File: src/rtl/vram_arbiter.sv
`timescale 1ns/1ps
// -----------------------------------------------------------------------------
// vram_arbiter
//
// Shares one single-port synchronous VRAM (the 40x30 tile map) between the
// pixel renderer and the maze/player game logic. Display reads always win;
// game reads/writes are slotted into cycles with no display request, and by
// default only while the raster is in vertical blank so the visible frame
// never tears. Also emits a one-cycle frame-start pulse on the row wrap.
//
// Optional feature macro: VRAM_ANY_FREE_CYCLE_EN
//   defined   : the game may use any cycle without a display request
//   undefined : the game is restricted to rows >= VLINES (vertical blank)
//
// Parameters
//   AW      VRAM address width
//   DW      VRAM data width (tile code)
//   VLINES  first row index of vertical blank
//
// Ports
//   clk            system / pixel clock
//   rst_n          asynchronous reset, active low
//   i_row          current row from vga_sync
//   i_disp_req     renderer read request (no backpressure)
//   i_disp_addr    renderer read address
//   o_disp_rvalid  renderer read data valid (2 cycles after request)
//   o_disp_rdata   renderer read data
//   i_game_req     game request, held until o_game_ack
//   i_game_we      game write enable (1=write, 0=read)
//   i_game_addr    game address
//   i_game_wdata   game write data
//   o_game_ack     one-cycle completion pulse
//   o_game_rdata   game read data, valid with o_game_ack on reads
//   o_mem_en       VRAM enable
//   o_mem_we       VRAM write enable
//   o_mem_addr     VRAM address
//   o_mem_wdata    VRAM write data
//   i_mem_rdata    VRAM read data (1-cycle latency after o_mem_en)
//   o_frame_start  one-cycle pulse after i_row wraps from nonzero to 0
// -----------------------------------------------------------------------------
module vram_arbiter #(
    parameter int AW     = 11,
    parameter int DW     = 8,
    parameter int VLINES = 480
) (
    input  logic          clk,
    input  logic          rst_n,
    input  logic [9:0]    i_row,
    input  logic          i_disp_req,
    input  logic [AW-1:0] i_disp_addr,
    output logic          o_disp_rvalid,
    output logic [DW-1:0] o_disp_rdata,
    input  logic          i_game_req,
    input  logic          i_game_we,
    input  logic [AW-1:0] i_game_addr,
    input  logic [DW-1:0] i_game_wdata,
    output logic          o_game_ack,
    output logic [DW-1:0] o_game_rdata,
    output logic          o_mem_en,
    output logic          o_mem_we,
    output logic [AW-1:0] o_mem_addr,
    output logic [DW-1:0] o_mem_wdata,
    input  logic [DW-1:0] i_mem_rdata,
    output logic          o_frame_start
);

    // Game access FSM encodings
    localparam logic [1:0] G_IDLE   = 2'd0;
    localparam logic [1:0] G_ISSUED = 2'd1;
    localparam logic [1:0] G_WAIT   = 2'd2;

    localparam logic [9:0] VBLANK_ROW = VLINES[9:0];

    logic [1:0] g_state;
    logic       g_we;         // direction of the in-flight game op
    logic       window_open;
    logic       game_grant;
    logic       disp_v1;      // display read issued to VRAM this cycle
    logic       disp_v2;      // display read data on i_mem_rdata this cycle
    logic [9:0] row_prev;

    // ------------------------------------------------------------------
    // Game access window
    // ------------------------------------------------------------------
`ifdef VRAM_ANY_FREE_CYCLE_EN
    assign window_open = 1'b1;
`else
    assign window_open = (i_row >= VBLANK_ROW);
`endif

    // Display requests have absolute priority; the game only takes a slot
    // from idle, so a request held through its own ack is not re-granted
    // while the previous op is still in flight.
    assign game_grant = (g_state == G_IDLE) && i_game_req && !i_disp_req && window_open;

    // ------------------------------------------------------------------
    // VRAM command register
    // ------------------------------------------------------------------
    always_ff @(posedge clk or negedge rst_n) begin
        if (!rst_n) begin
            o_mem_en    <= 1'b0;
            o_mem_we    <= 1'b0;
            o_mem_addr  <= '0;
            o_mem_wdata <= '0;
        end else if (i_disp_req) begin
            o_mem_en   <= 1'b1;
            o_mem_we   <= 1'b0;
            o_mem_addr <= i_disp_addr;
        end else if (game_grant) begin
            o_mem_en    <= 1'b1;
            o_mem_we    <= i_game_we;
            o_mem_addr  <= i_game_addr;
            o_mem_wdata <= i_game_wdata;
        end else begin
            // Idle: address and write data deliberately hold their last value
            o_mem_en <= 1'b0;
            o_mem_we <= 1'b0;
        end
    end

    // ------------------------------------------------------------------
    // Display read pipeline: request -> command -> data, fixed 2 cycles
    // ------------------------------------------------------------------
    always_ff @(posedge clk or negedge rst_n) begin
        if (!rst_n) begin
            disp_v1 <= 1'b0;
            disp_v2 <= 1'b0;
        end else begin
            disp_v1 <= i_disp_req;
            disp_v2 <= disp_v1;
        end
    end

    assign o_disp_rvalid = disp_v2;
    assign o_disp_rdata  = disp_v2 ? i_mem_rdata : '0;

    // ------------------------------------------------------------------
    // Game access FSM
    // ------------------------------------------------------------------
    always_ff @(posedge clk or negedge rst_n) begin
        if (!rst_n) begin
            g_state <= G_IDLE;
            g_we    <= 1'b0;
        end else begin
            case (g_state)
                G_IDLE: begin
                    if (game_grant) begin
                        g_state <= G_ISSUED;
                        g_we    <= i_game_we;
                    end
                end
                G_ISSUED: g_state <= G_WAIT;
                G_WAIT:   g_state <= G_IDLE;
                default:  g_state <= G_IDLE;
            endcase
        end
    end

    // The ack cycle coincides with the VRAM data cycle, so read data is
    // passed straight through rather than registered a second time.
    assign o_game_ack   = (g_state == G_WAIT);
    assign o_game_rdata = (o_game_ack && !g_we) ? i_mem_rdata : '0;

    // ------------------------------------------------------------------
    // Frame start: row wrap detection. row_prev clears on reset, so the
    // first pulse only comes from a genuine nonzero -> 0 transition.
    // ------------------------------------------------------------------
    always_ff @(posedge clk or negedge rst_n) begin
        if (!rst_n) begin
            row_prev      <= '0;
            o_frame_start <= 1'b0;
        end else begin
            row_prev      <= i_row;
            o_frame_start <= (row_prev != '0) && (i_row == '0);
        end
    end

endmodule

File: config.mk
export PLATFORM = sky130hd
export DESIGN_NAME = vram_arbiter
export DESIGN_NICKNAME = d
export VERILOG_FILES = /design/src/rtl/vram_arbiter.sv
export SDC_FILE = /design/constraint.sdc
export NUM_CORES = 1
export LEC_CHECK = 0
export BUFFER_PORTS_ARGS = -buffer_cell sky130_fd_sc_hd__buf_2
export CORE_MARGIN = 8
export CORE_UTILIZATION = 45
export CTS_CLUSTER_DIAMETER = 120
export DETAILED_ROUTE_END_ITERATION = 16
export GPL_TIMING_DRIVEN = 0
export PLACE_DENSITY = 0.84
export SLEW_MARGIN = 10
export SYNTH_ARGS = -nofsm -noshare
export SYNTH_HDL_FRONTEND = slang
export SYNTH_SLANG_ARGS = --single-unit
File: constraint.sdc
create_clock -name clk -period 3.6 [get_ports clk]
set_input_delay 0.36 -clock clk [delete_from_list [all_inputs] [get_ports clk]]
set_output_delay 0.36 -clock clk [all_outputs]
set_load 0.01 [all_outputs]
## After elaboration in Yosys (flattened, before gate mapping)

Cells that the tools add are included.

- Bits in read-only memories: 0
- Latch bits: 0
- Bits in writable memories: 0
- Output and inout port bits: 40
- Input bits: 53
- Memories kept: 0
- Register bits: 37
- Word-level logic and storage cells: 38

- Divide/modulo/power cells: 0
- Bitwise gates (word level): 1
- Multiplexer cells: 10
- Magnitude comparators: 1
- Equal/unequal tests: 3
- $mul: 0
- Reductions and logical operators: 13
- Add/subtract/negate cells: 0
- Shifts and indexed selects: 0

Operators by type and width:

| operator | number |
|---|---|
| $mux W11 | 2 |
| $mux W8 | 2 |
| $ge A10 B9 Y1 const B | 1 |
| $logic_not A10 Y1 | 1 |
| $reduce_bool A10 Y1 | 1 |
| $logic_and A1 B1 Y1 | 5 |
| $mux W1 | 4 |
| $pmux W2 S2 | 1 |
| $reduce_and A2 Y1 | 2 |
| $eq A2 B1 Y1 const B | 1 |
| $eq A2 B2 Y1 const B | 1 |
| $logic_not A1 Y1 | 2 |
| $logic_not A2 Y1 | 1 |
| $mux W2 | 1 |
| $ne A2 B2 Y1 const B | 1 |
| $reduce_bool A2 Y1 | 1 |
| $not A1 Y1 | 1 |

## Depth between registers and ports, before layout

Gate-level depths: netlist (run 1).

- Depth after elaboration: 6
- Gate-level depth with buffers: 5
- Depth with buffers taken out: 3

## Worst setup path before layout (run 1)

Ideal clock, no wire load.

- Path kind: input to register
- From: in i_disp_req
- To: reg g_we
- Arrival: 1.574 ns
- Path slack: 1.901 ns
- Cell stages on the path: 5
- Path through: buf_6 -> or4b_4 -> nor2_4 -> buf_8 -> mux2_4

- Word-level cells in the longest chain between the ends: 4

RTL lines:

| what | RTL line | text |
|---|---|---|
| from (decl) | 49 | `input logic i_disp_req,` |
| $logic_not A1 Y1 | 94 | `assign game_grant = (g_state == G_IDLE) && i_game_req && !i_disp_req && window_open;` |
| $logic_and A1 B1 Y1 (2 in a row) | 94 |  |
| $reduce_and A2 Y1 (no line) | - |  |
| to (signal assigned) | 149 | `g_we <= i_game_we;` |
| to (decl) | 75 | `logic g_we;` |

No other way between the ends.
A chain may end at the register's enable or synchronous reset.

## Final worst setup path (run 1)

- From: reg g_state[1]
- To: out o_game_rdata[3]

- Word-level cells in the longest chain between the ends: 3

RTL lines:

| what | RTL line | text |
|---|---|---|
| from (decl) | 74 | `logic [1:0] g_state;` |
| from (signal assigned) | 142 | `g_state <= G_IDLE;` |
| from (signal assigned) | 148 | `g_state <= G_ISSUED;` |
| from (signal assigned) | 152 | `G_ISSUED: g_state <= G_WAIT;` |
| $eq A2 B2 Y1 | 161 | `assign o_game_ack = (g_state == G_WAIT);` |
| $logic_and A1 B1 Y1 | 162 | `assign o_game_rdata = (o_game_ack && !g_we) ? i_mem_rdata : '0;` |
| $mux W8 | 162 |  |
| to (decl) | 58 | `output logic [DW-1:0] o_game_rdata,` |

No other way between the ends.

==> reports/results.txt, run 1 <==
outcome -> finished clean
sequential share of power -> 52.1%
Max rail drop VDD -> 0.246 mV
CTS Sinks -> 37
Reg clk slew, reported paths -> 0.11 ns
die area -> 5630 sq um
cells on worst reg2reg path -> 4
TritonCTS clock tree -> done
final hold violation count -> 0
Yosys top cell area share -> 59.0%
Synth Cell Area -> 1570 sq um
global-route wire length before repair -> 6950 um
most frequent cells in the layout -> 93 x buf_2, 37 x dfrtp_1, 16 x and2_1, 12 x nand3_1
Clock Tree Root -> clkbuf_4
Synth Register Bits -> 37
net count after synthesis -> 185
DP HPWL -> 3480 um
core box area -> 3340 sq um
I/O Pins -> 93
CTS Hold Bufs -> 0
crit path capture type -> output pin
Vias -> 1387
final setup violation count -> 0
Synth Instances -> 132
total gr overflow -> 0
Area Growth Syn to Fin -> 37.5%
worst r2r src -> g_state[1]
total power draw -> 0.931 mW
CTS resizes -> 0
CP startpoint kind -> flip-flop
initial core utilization -> 47.0%
crit share post-route -> 54.5%
Worst EP required -> 3.24 ns
Port Buffer Count -> 92
Total GRT Usage -> 16.1%
Sw Pwr -> 0.254 mW
DR vias/cell -> 4.99
Ys Warns -> 0
Avg Inst Size Synth -> 11.9 sq um
Inst Count DP -> 270
Least-Margin Pin Slew -> 0.786 ns
post-route insts no fill -> 278
sequential area share after synthesis -> 59.0%
Internal -> 0.677 mW
fill count -> 283
antenna viol nets, final -> 0
drc violations -> 0
drt wl/cell -> 15.7 um
FMAX -> 510 MHz
combinational group share of total power -> 21.8%
slack of the worst reg-to-reg path -> 1.87 ns
WP data arrival -> 1.60 ns
vias in the first global route -> 1486
final setup TNS -> 0 ns
Synth area leaders -> dfrtp_1 59%, mux2_4 7.7%, and2_1 6.4%
max_cap viols -> 0
switching share of total power -> 27.3%
gpl congestion -> 0.732
DRT Pass-1 Iters -> 4
DRT iter0 DRCs -> 64
Num CTS Buffers -> 5
cell taking the most area after synthesis -> dfrtp_1
setup repair bufs after CTS -> 0
share of layout cells above drive strength 1 -> 48.7%
Leak Pwr -> 1.10 nW
PD cells -> 432 nW/um^2
critical path class -> flip-flop to output pin
initial antenna violation count -> 0
Tmin final -> 1.96 ns
reg2reg end -> o_mem_addr[9]
H-tree depth -> 2
Core Rows -> 21
RSZ-0062 raised after global routing -> no
Routed WL -> 4380 um
Diodes inserted -> 0
leading cell type in the layout, fill and taps excluded -> buf_2
die height -> 75.1 um
Final nets -> 284
largest net degree at the start of global routing -> 38
CTS max path bufs -> 2
Pins Over Slew Limit -> 0
Hold Path Class -> input pin to async pin
relative slew slack -> 47.6%
worst-path maximum fanout -> 8
die extent in x -> 75.1 um
Clk Latency, worst-skew pair -> 0.33 ns
Clk network pwr share -> 26.2%
unique cell type count in the Yosys netlist -> 23
Layout Skew -> 0.0107 ns
synth_stat cells:
| library cell | instances |
|---|---|
| buf_6 | 1 |
| or2_1 | 1 |
| nor4b_1 | 1 |
| nor2_4 | 1 |
| clkbuf_1 | 5 |
| mux2_4 | 8 |
| buf_8 | 1 |
| nand3_1 | 12 |
| o21ai_1 | 11 |
| and2_1 | 16 |
| dfrtp_1 | 37 |
| and3_1 | 1 |
| or4b_4 | 1 |
| nor4_1 | 4 |
| o211ai_1 | 11 |
| a41o_1 | 1 |
| nor2b_1 | 3 |
| a41oi_1 | 1 |
| mux2_1 | 1 |
| a31oi_1 | 1 |
| nor2_1 | 2 |
| nand2_1 | 11 |
| buf_2 | 1 |
worst max-delay path, cell delays in order (launching register included):
cell and delay (ns):
dfrtp_1 0.41, nor2b_1 0.19, nor2b_1 0.35, and2_1 0.19
buf_2 0.13
metrics by stage:
| stage | hold WS (ns) | area (sq um) | worst slack, ns | util [%] |
|---|---|---|---|---|
| final | 0.0971 | 2160 | 1.64 | 64.6 |
| after detailed placement | 0.339 | 2090 | 1.71 | 62.5 |
| after global placement | 0.332 | 2090 | 1.72 | 62.5 |
| after CTS | 0.121 | 2160 | 1.61 | 64.6 |
| after global routing | 0.143 | 2160 | 1.46 | 64.6 |
| after floorplan | 0.0644 | 1570 | 1.90 | - |
flip-flops by register name (all words and copies together), names as in the netlist, 2 cells and up:
signal,flops
row_prev,10
o_mem_wdata,8
g_state,2
o_mem_addr,11
power groups by stage:
stage	registers (mW)	logic, mW	clock network [mW]
3_3_place_gp	0.490	0.202	0
5_1_grt	0.491	0.224	0.259
3_5_place_dp	0.493	0.205	0
4_1_cts	0.485	0.206	0.247
6_report	0.485	0.203	0.244
2_1_floorplan	0.509	0.0839	0
layout make-up:
cell class	instances	area, sq um	share of cell area [%]
Sequential cell	37	926	42.9
Multi-Input combinational cell	87	593	27.5
Timing Repair Buffer	92	460	21.3
Clock buffer	7	65.1	3.02
Tap cell	46	57.6	2.67
Buffer	8	50.0	2.32
Clock inverter	1	5.00	0.232
how the worst max path moves through the flow:
| stage | startpoint | to | slack (ns) | cells after the start |
|---|---|---|---|---|
| 2_1_floorplan | i_disp_req | g_we | 1.90 | 5 |
| 3_3_place_gp | i_disp_req | o_mem_wdata[3] | 1.72 | 6 |
| 3_5_place_dp | i_disp_req | o_mem_wdata[7] | 1.71 | 6 |
| 4_1_cts | g_state[1] | o_game_rdata[3] | 1.61 | 4 |
| 5_1_grt | g_state[1] | o_game_rdata[4] | 1.46 | 4 |
| 6_report | g_state[1] | o_game_rdata[3] | 1.64 | 4 |
metal layers:
metal | share of wire [%] | up-vias | GRT usage [%]
li1 | - | 667 | -
met3 | 13 | 4 | 6.66
met1 | 37 | 638 | 17.1
met4 | 0.91 | 0 | 5.87
met2 | 49 | 78 | 27.7
met5 | 0 | - | 0
cell families after synthesis:
| family | synth area share [%] |
|---|---|
| muxes | 8.37 |
| DFF | 59.0 |
| AOI/OAI and AO/OA | 10.4 |
| buffers and inverters | 3.19 |
| and+or+nand+nor | 19.1 |
Note: power is estimated with default switching activity, not from simulation.
==> run 2, diff against run 1 <==
Settings changed: ABC_AREA from default to 1, CORE_UTILIZATION 45 to 43, PLACE_DENSITY 0.84 to 0.81.
Clock period 3.6 ns to 2.05 ns, I/O delays scaled along.
==> run 2 against run 1 <==
The run now ends with negative hold slack left. Combinational power rose by 57%. Non-clock buffer count fell by 1. Via count rose by 12%. Global-route usage fell by 2.0 points. Wire length fell by 7.3%. Area after synthesis rose by 0.80%. Final cell count rose by 26%. Final area rose by 1.5%. Register-to-register slack got worse by 1.0 ns. Synthesized cell count rose by 54%. Sequential cell count did not move. Hold slack got worse by 0.11 ns. Largest cell class unchanged. Largest power group unchanged.
==> reports/results.txt, run 2 <==
CP startpoint kind -> flip-flop (unchanged)
vias in the first global route -> 1547 (was 1486)
total gr overflow -> 0 (unchanged)
I/O Pins -> 93 (unchanged)
core box area -> 3610 sq um (was 3340 sq um)
Ys Warns -> 0 (unchanged)
global-route wire length before repair -> 6800 um (was 6950 um)
crit path capture type -> output pin (unchanged)
RSZ-0062 raised after global routing -> no (unchanged)
gpl congestion -> 0.806 (was 0.732)
Avg Inst Size Synth -> 7.79 sq um (was 11.9 sq um)
initial core utilization -> 43.9% (was 47.0%)
Final Util -> 60.7% (was 64.6%)
sequential area share after synthesis -> 58.5% (was 59.0%)
Worst EP required -> 1.85 ns (was 3.24 ns)
outcome -> finished with violations (was finished clean)
EDFF count, synth -> 0 (unchanged)
Num CTS Buffers -> 5 (unchanged)
initial antenna violation count -> 0 (unchanged)
max reg flops -> 11 (unchanged)
die height -> 76.6 um (was 75.1 um)
H-tree depth -> 2 (unchanged)
Core Rows -> 22 (was 21)
share of layout cells above drive strength 1 -> 35.1% (was 48.7%)
final setup violation count -> 0 (unchanged)
Tmin final -> 1.47 ns
Routed WL -> 4060 um (was 4380 um)
Synth Register Bits -> 37 (unchanged)
total power draw -> 1.66 mW (was 0.931 mW)
DRT iter0 DRCs -> 50 (was 64)
CTS resizes -> 0 (unchanged)
Synth Cell Area -> 1580 sq um (was 1570 sq um)
Area Growth Syn to Fin -> 38.4% (was 37.5%)
count leader, synth -> nand2_1 (was dfrtp_1)
CTS Hold Bufs -> 0 (unchanged)
DRT Pass-1 Iters -> 4 (unchanged)
Clk Latency, worst-skew pair -> 0.28 ns (was 0.33 ns)
net count after synthesis -> 256 (was 185)
Synth area leaders -> dfrtp_1 59%, nand2_1 23%, nor2_1 5.5% (was dfrtp_1 59%, mux2_4 7.7%, and2_1 6.4%)
Least-Margin Pin Slew -> 0.748 ns (was 0.786 ns)
drt wl/cell -> 11.6 um (was 15.7 um)
TritonCTS clock tree -> done (unchanged)
Hold Path Class -> input pin to async pin (unchanged)
failing checks -> negative hold slack
CTS max path bufs -> 2 (unchanged)
crit-path cells -> inv_1, nor2_1, nand2_1, nor2_1, buf_2 (was nor2b_1, nor2b_1, and2_1, buf_2)
drc violations -> 0 (unchanged)
Diodes inserted -> 0 (unchanged)
slowest stage delay, CP -> 0.35 ns (was 0.41 ns)
Total GRT Usage -> 14.1% (was 16.1%)
Synth Instances -> 203 (was 132)
WP data arrival -> 1.27 ns (was 1.60 ns)
critical-path cell with the highest stage delay -> dfrtp_1 (unchanged)
cell mode on critical path -> nor2_1 (was nor2b_1)
CTS Sinks -> 37 (unchanged)
cell taking the most area after synthesis -> dfrtp_1 (unchanged)
most flop-heavy register -> o_mem_addr (unchanged)
PD cells -> 758 nW/um^2 (was 432 nW/um^2)
slack of the worst reg-to-reg path -> 0.83 ns (was 1.87 ns)
Worst Hold Slack -> -0.0128 ns (was 0.0971 ns)
largest net degree at the start of global routing -> 38 (unchanged)
max_cap viols -> 0 (unchanged)
final hold violation count -> 28 (was 0)
Yosys top cell area share -> 58.5% (was 59.0%)
DP HPWL -> 3260 um (was 3480 um)
die area -> 5870 sq um (was 5630 sq um)
critical path class -> flip-flop to output pin (unchanged)
Synth top cells by count -> 95 x nand2_1, 37 x dfrtp_1, 23 x nor2_1 (was 37 x dfrtp_1, 16 x and2_1, 12 x nand3_1)
Clock Tree Root -> clkbuf_8 (was clkbuf_4)
final setup TNS -> 0 ns (unchanged)
crit share post-route -> 71.9%
antenna viol nets, final -> 0 (unchanged)
Reg clk slew, reported paths -> 0.07 ns (was 0.11 ns)
Final nets -> 355 (was 284)
Leak Pwr -> 1.39 nW (was 1.10 nW)
relative slew slack -> 50.1% (was 47.6%)
Pins Over Slew Limit -> 0 (unchanged)
Vias -> 1547 (was 1387)
setup repair bufs after CTS -> 0 (unchanged)
biggest regs -> o_mem_addr: 11 flops, row_prev: 10 flops, o_mem_wdata: 8 flops (unchanged)
Port Buffer Count -> 92 (unchanged)
Synth Flop Type -> dfrtp_1 (unchanged)
most frequent cells in the layout -> 95 x nand2_1, 95 x buf_2, 37 x dfrtp_1, 23 x nor2_1, 21 x inv_1 (was 93 x buf_2, 37 x dfrtp_1, 16 x and2_1, 12 x nand3_1)
unique cell type count in the Yosys netlist -> 14 (was 23)
FMAX -> 678 MHz
ys async rst share -> 100% (unchanged)
die extent in x -> 76.6 um (was 75.1 um)
worst-path maximum fanout -> 8 (unchanged)
Max rail drop VDD -> 0.373 mV (was 0.246 mV)
DR vias/cell -> 4.42 (was 4.99)
Layout Skew -> 0.00503 ns (was 0.0107 ns)
==> run 2: layout make-up <==
class	count	area (sq um)
well taps	48	60.1
flip-flops and latches	37	926
clock buffers	7	86.3
repair buffers	92	460
multi-input cells	136	536
inverters	23	86.3
fillers	354	1420
plain buffers	7	33.8
==> run 2: path summary, 6_finish.rpt <==
kind | start | endpoint | depth (start not counted)
setup / recovery | g_state[1] | o_game_rdata[4] | 5
hold / removal | rst_n | o_mem_addr[2] | 1
setup reg to reg | g_state[0] | o_mem_addr[10] | 7
hold reg to reg | disp_v1 | o_disp_rvalid | 0
max in group asynchronous | rst_n | row_prev[8] | 1
min in group clk | i_row[3] | row_prev[3] | 1
==> run 2: critical path: cells and delay by family, from the launching register on <==
kind	cells	cell delay, ns
buf+inv	2	0.19
flops	1	0.35
simple gates	3	0.44
==> run 2: metal layers <==
metal  vias up  GRT usage [%]  part of all wire (%)  routed length [um]
li1        794              -                     -                   -
met1       685           15.0                    43                1740
met2        63           23.2                    46                1880
met3         5           7.43                   9.6                 390
met4         0           5.19                   1.3                  51
met5         -              0                     0                   0
==> run 2: logic make-up after synthesis <==
| family | after synthesis | synth area share, % |
|---|---|---|
| simple gates | 134 | 33.2 |
| flops | 37 | 58.5 |
| buf+inv | 30 | 7.60 |
| compound gates | 2 | 0.632 |
==> run 2: report_power, final <==
group	internal [mW]	switching, mW	total (mW)
registers	0.807	0.0373	0.844
clock network	0.266	0.229	0.495
logic	0.137	0.182	0.319
==> run 2: stage by stage <==
step / cell area (sq um) / cells / setup slack, ns
CTS: 2190 / 350 / 0.568
detailed placement: 2100 / 343 / 0.792
finish: 2190 / 350 / 0.575
global route: 2190 / 350 / 0.422
global placement: 2100 / 343 / 0.820
floorplan: 1580 / 203 / 0.887
==> run 3, diff against run 2 <==
Settings changed: CORE_UTILIZATION 43 to 39, PLACE_DENSITY 0.81 to 0.78.
Clock period 2.05 ns to 1.2 ns, I/O delays scaled along.
==> run 3 against run 2 <==
The run ends with negative setup slack left. Non-clock buffer count is 13 higher. Clock power rose by 66%. Sequential power increased by 72%. Register-to-register slack worse by 0.85 ns. Critical path type unchanged. Highest routed layer unchanged.
==> reports/results.txt, run 3 (synthesis results as in run 2) <==
combinational group share of total power -> 20.8% (was 19.2%)
die area -> 6350 sq um (was 5870 sq um)
Sw Pwr -> 0.812 mW (was 0.449 mW)
H-tree depth -> 2 (unchanged)
initial core utilization -> 40.1% (was 43.9%)
Core Rows -> 23 (was 22)
Clock Tree Root -> clkbuf_8 (unchanged)
switching share of total power -> 28.4% (was 27.0%)
Layout Skew -> 0.00523 ns (was 0.00503 ns)
hold endpoint -> o_mem_wdata[4]
final setup TNS -> -0.799 ns (was 0 ns)
Hold Path Class -> input pin to flip-flop (was input pin to async pin)
worst hold path depth -> 3
core box area -> 3940 sq um (was 3610 sq um)
total gr overflow -> 0 (unchanged)
drt wl/cell -> 11.9 um (was 11.6 um)
CTS Sinks -> 37 (unchanged)
reg2reg end -> o_mem_addr[4] (was o_mem_addr[10])
DP HPWL -> 3270 um (was 3260 um)
Vias -> 1579 (was 1547)
Final Worst Setup Slack -> -0.0819 ns (was 0.575 ns)
die extent in x -> 79.7 um (was 76.6 um)
Routed WL -> 4350 um (was 4060 um)
CP startpoint kind -> flip-flop (unchanged)
failing checks -> negative setup slack (was negative hold slack)
DRT iter0 DRCs -> 42 (was 50)
outcome -> finished with violations (unchanged)
most flop-heavy register -> o_mem_addr (unchanged)
Final nets -> 368 (was 355)
critical path class -> flip-flop to output pin (unchanged)
Area Growth Syn to Fin -> 50.7% (was 38.4%)
TritonCTS clock tree -> done (unchanged)
initial antenna violation count -> 0 (unchanged)
RSZ-0062 raised after global routing -> yes (was no)
largest net degree at the start of global routing -> 38 (unchanged)
leading cell type in the layout, fill and taps excluded -> nand2_1
hold path startpoint -> i_game_wdata[4]
Diodes inserted -> 0 (unchanged)
Least-Margin Pin Slew -> 0.492 ns (was 0.748 ns)
Reg clk slew, reported paths -> 0.07 ns (about the same)
Clk network pwr share -> 28.7% (was 29.9%)
Internal -> 2.05 mW (was 1.21 mW)
Max rail drop VDD -> 0.784 mV (was 0.373 mV)
crit-path cells -> nor2_4, nand2_4, nor2_2, buf_2 (was inv_1, nor2_1, nand2_1, nor2_1, buf_2)
FMAX -> 780 MHz
Total GRT Usage -> 14.3% (was 14.1%)
worst-path maximum fanout -> 8 (unchanged)
drc violations -> 0 (unchanged)
vias in the first global route -> 1677 (was 1547)
max_cap viols -> 0 (unchanged)
share of layout cells above drive strength 1 -> 38.0% (was 35.1%)
sequential share of power -> 50.6% (was 50.9%)
biggest regs -> o_mem_addr: 11 flops, row_prev: 10 flops, o_mem_wdata: 8 flops (unchanged)
gpl congestion -> 0.787 (was 0.806)
relative slew slack -> 67.2% (was 50.1%)
crit path capture type -> output pin (unchanged)
final setup violation count -> 25 (was 0)
Clk Latency, worst-skew pair -> 0.29 ns (was 0.28 ns)
DR vias/cell -> 4.31 (was 4.42)
Leak Pwr -> 1.47 nW (was 1.39 nW)
Final Util -> 60.5% (was 60.7%)
Num CTS Buffers -> 5 (unchanged)
CTS max path bufs -> 2 (unchanged)
max reg flops -> 11 (unchanged)
total power draw -> 2.86 mW (was 1.66 mW)
Pins Over Slew Limit -> 0 (unchanged)
PD cells -> 1200 nW/um^2 (was 758 nW/um^2)
I/O Pins -> 93 (unchanged)
dpl ws -> -0.0126 ns (was 0.792 ns)
Port Buffer Count -> 92 (unchanged)
worst r2r src -> g_state[0] (unchanged)
WP data arrival -> 1.16 ns (was 1.27 ns)
critical-path cell with the highest stage delay -> dfrtp_1 (unchanged)
DRT Pass-1 Iters -> 6 (was 4)
Worst EP required -> 1.08 ns (was 1.85 ns)
most frequent cells in the layout -> 94 x nand2_1, 92 x buf_2, 36 x dfrtp_1, 20 x inv_1, 15 x nor2_1 (was 95 x nand2_1, 95 x buf_2, 37 x dfrtp_1, 23 x nor2_1, 21 x inv_1)
die height -> 79.7 um (was 76.6 um)
final hold violation count -> 0 (was 28)
slack of the worst reg-to-reg path -> -0.02 ns (was 0.83 ns)
antenna viol nets, final -> 0 (unchanged)
crit share post-route -> 107%
Tmin final -> 1.28 ns
cells on worst reg2reg path -> 7 (unchanged)
slowest stage delay, CP -> 0.40 ns (was 0.35 ns)
global-route wire length before repair -> 7240 um (was 6800 um)
## run 3: worst max-delay path by stage
| stage | start | end | slack, ns | cells past startpoint |
|---|---|---|---|---|
| floorplan | g_state[0] | o_game_rdata[0] | 0.12 | 3 |
| global placement | g_state[1] | o_mem_addr[2] | 0.01 | 7 |
| detailed placement | g_state[1] | o_mem_addr[4] | -0.01 | 7 |
| CTS | g_state[1] | o_game_rdata[0] | -0.09 | 5 |
| global route | g_state[0] | o_game_rdata[6] | -0.18 | 4 |
| finish | g_state[0] | o_game_rdata[6] | -0.08 | 4 |
## run 3: what timing repair did
action                                  4_1_cts  5_1_grt
hold buffers                                 12        0
hold endpoints to repair                     48        0
gates resized for setup                      12       12
buffers inserted                              1        0
endpoints found under the setup margin       23       37
pin swaps                                     7        6
cloned                                        1        1
## run 3: critical path, delay by kind of cell, from the launching register on
kind                   cells  cell delay, ns
flip-flops                 1            0.40
AND/OR/NAND/NOR            3            0.36
buffers and inverters      1            0.13
## run 3: power groups by stage
| stage | clock [mW] | sequential, mW | combinational (mW) |
|---|---|---|---|
| 2_1_floorplan | 0 | 1.51 | 0.210 |
| 3_3_place_gp | 0 | 1.46 | 0.546 |
| 3_5_place_dp | 0 | 1.46 | 0.560 |
| 4_1_cts | 0.856 | 1.45 | 0.600 |
| 5_1_grt | 0.903 | 1.46 | 0.684 |
| 6_report | 0.821 | 1.45 | 0.596 |
## run 3: cell type report
type,count,area (sq um)
clock inverter,2,10.0
multi-input combinational,136,573
buffer,5,35.0
timing repair buffer,107,617
inverter,23,86.3
sequential,37,927
fill,358,1560
clock buffer,6,72.6
tap,50,62.6
## run 3: per-layer routing
metal,vias to the layer above,part of all wire [%],GRT usage (%)
met4,0,1.5,5.93
met2,63,48,23.3
met3,6,10,6.76
met5,-,0,0
met1,686,40,15.4
li1,824,-,-
## run 3: stage by stage
stage          cells  instance area, sq um  hold WS (ns)
2_1_floorplan    203                  1580        -0.176
3_3_place_gp     345                  2100         0.243
3_5_place_dp     345                  2100         0.244
4_1_cts          365                  2350        0.0148
5_1_grt          366                  2380        0.0232
6_report         366                  2380        0.0196
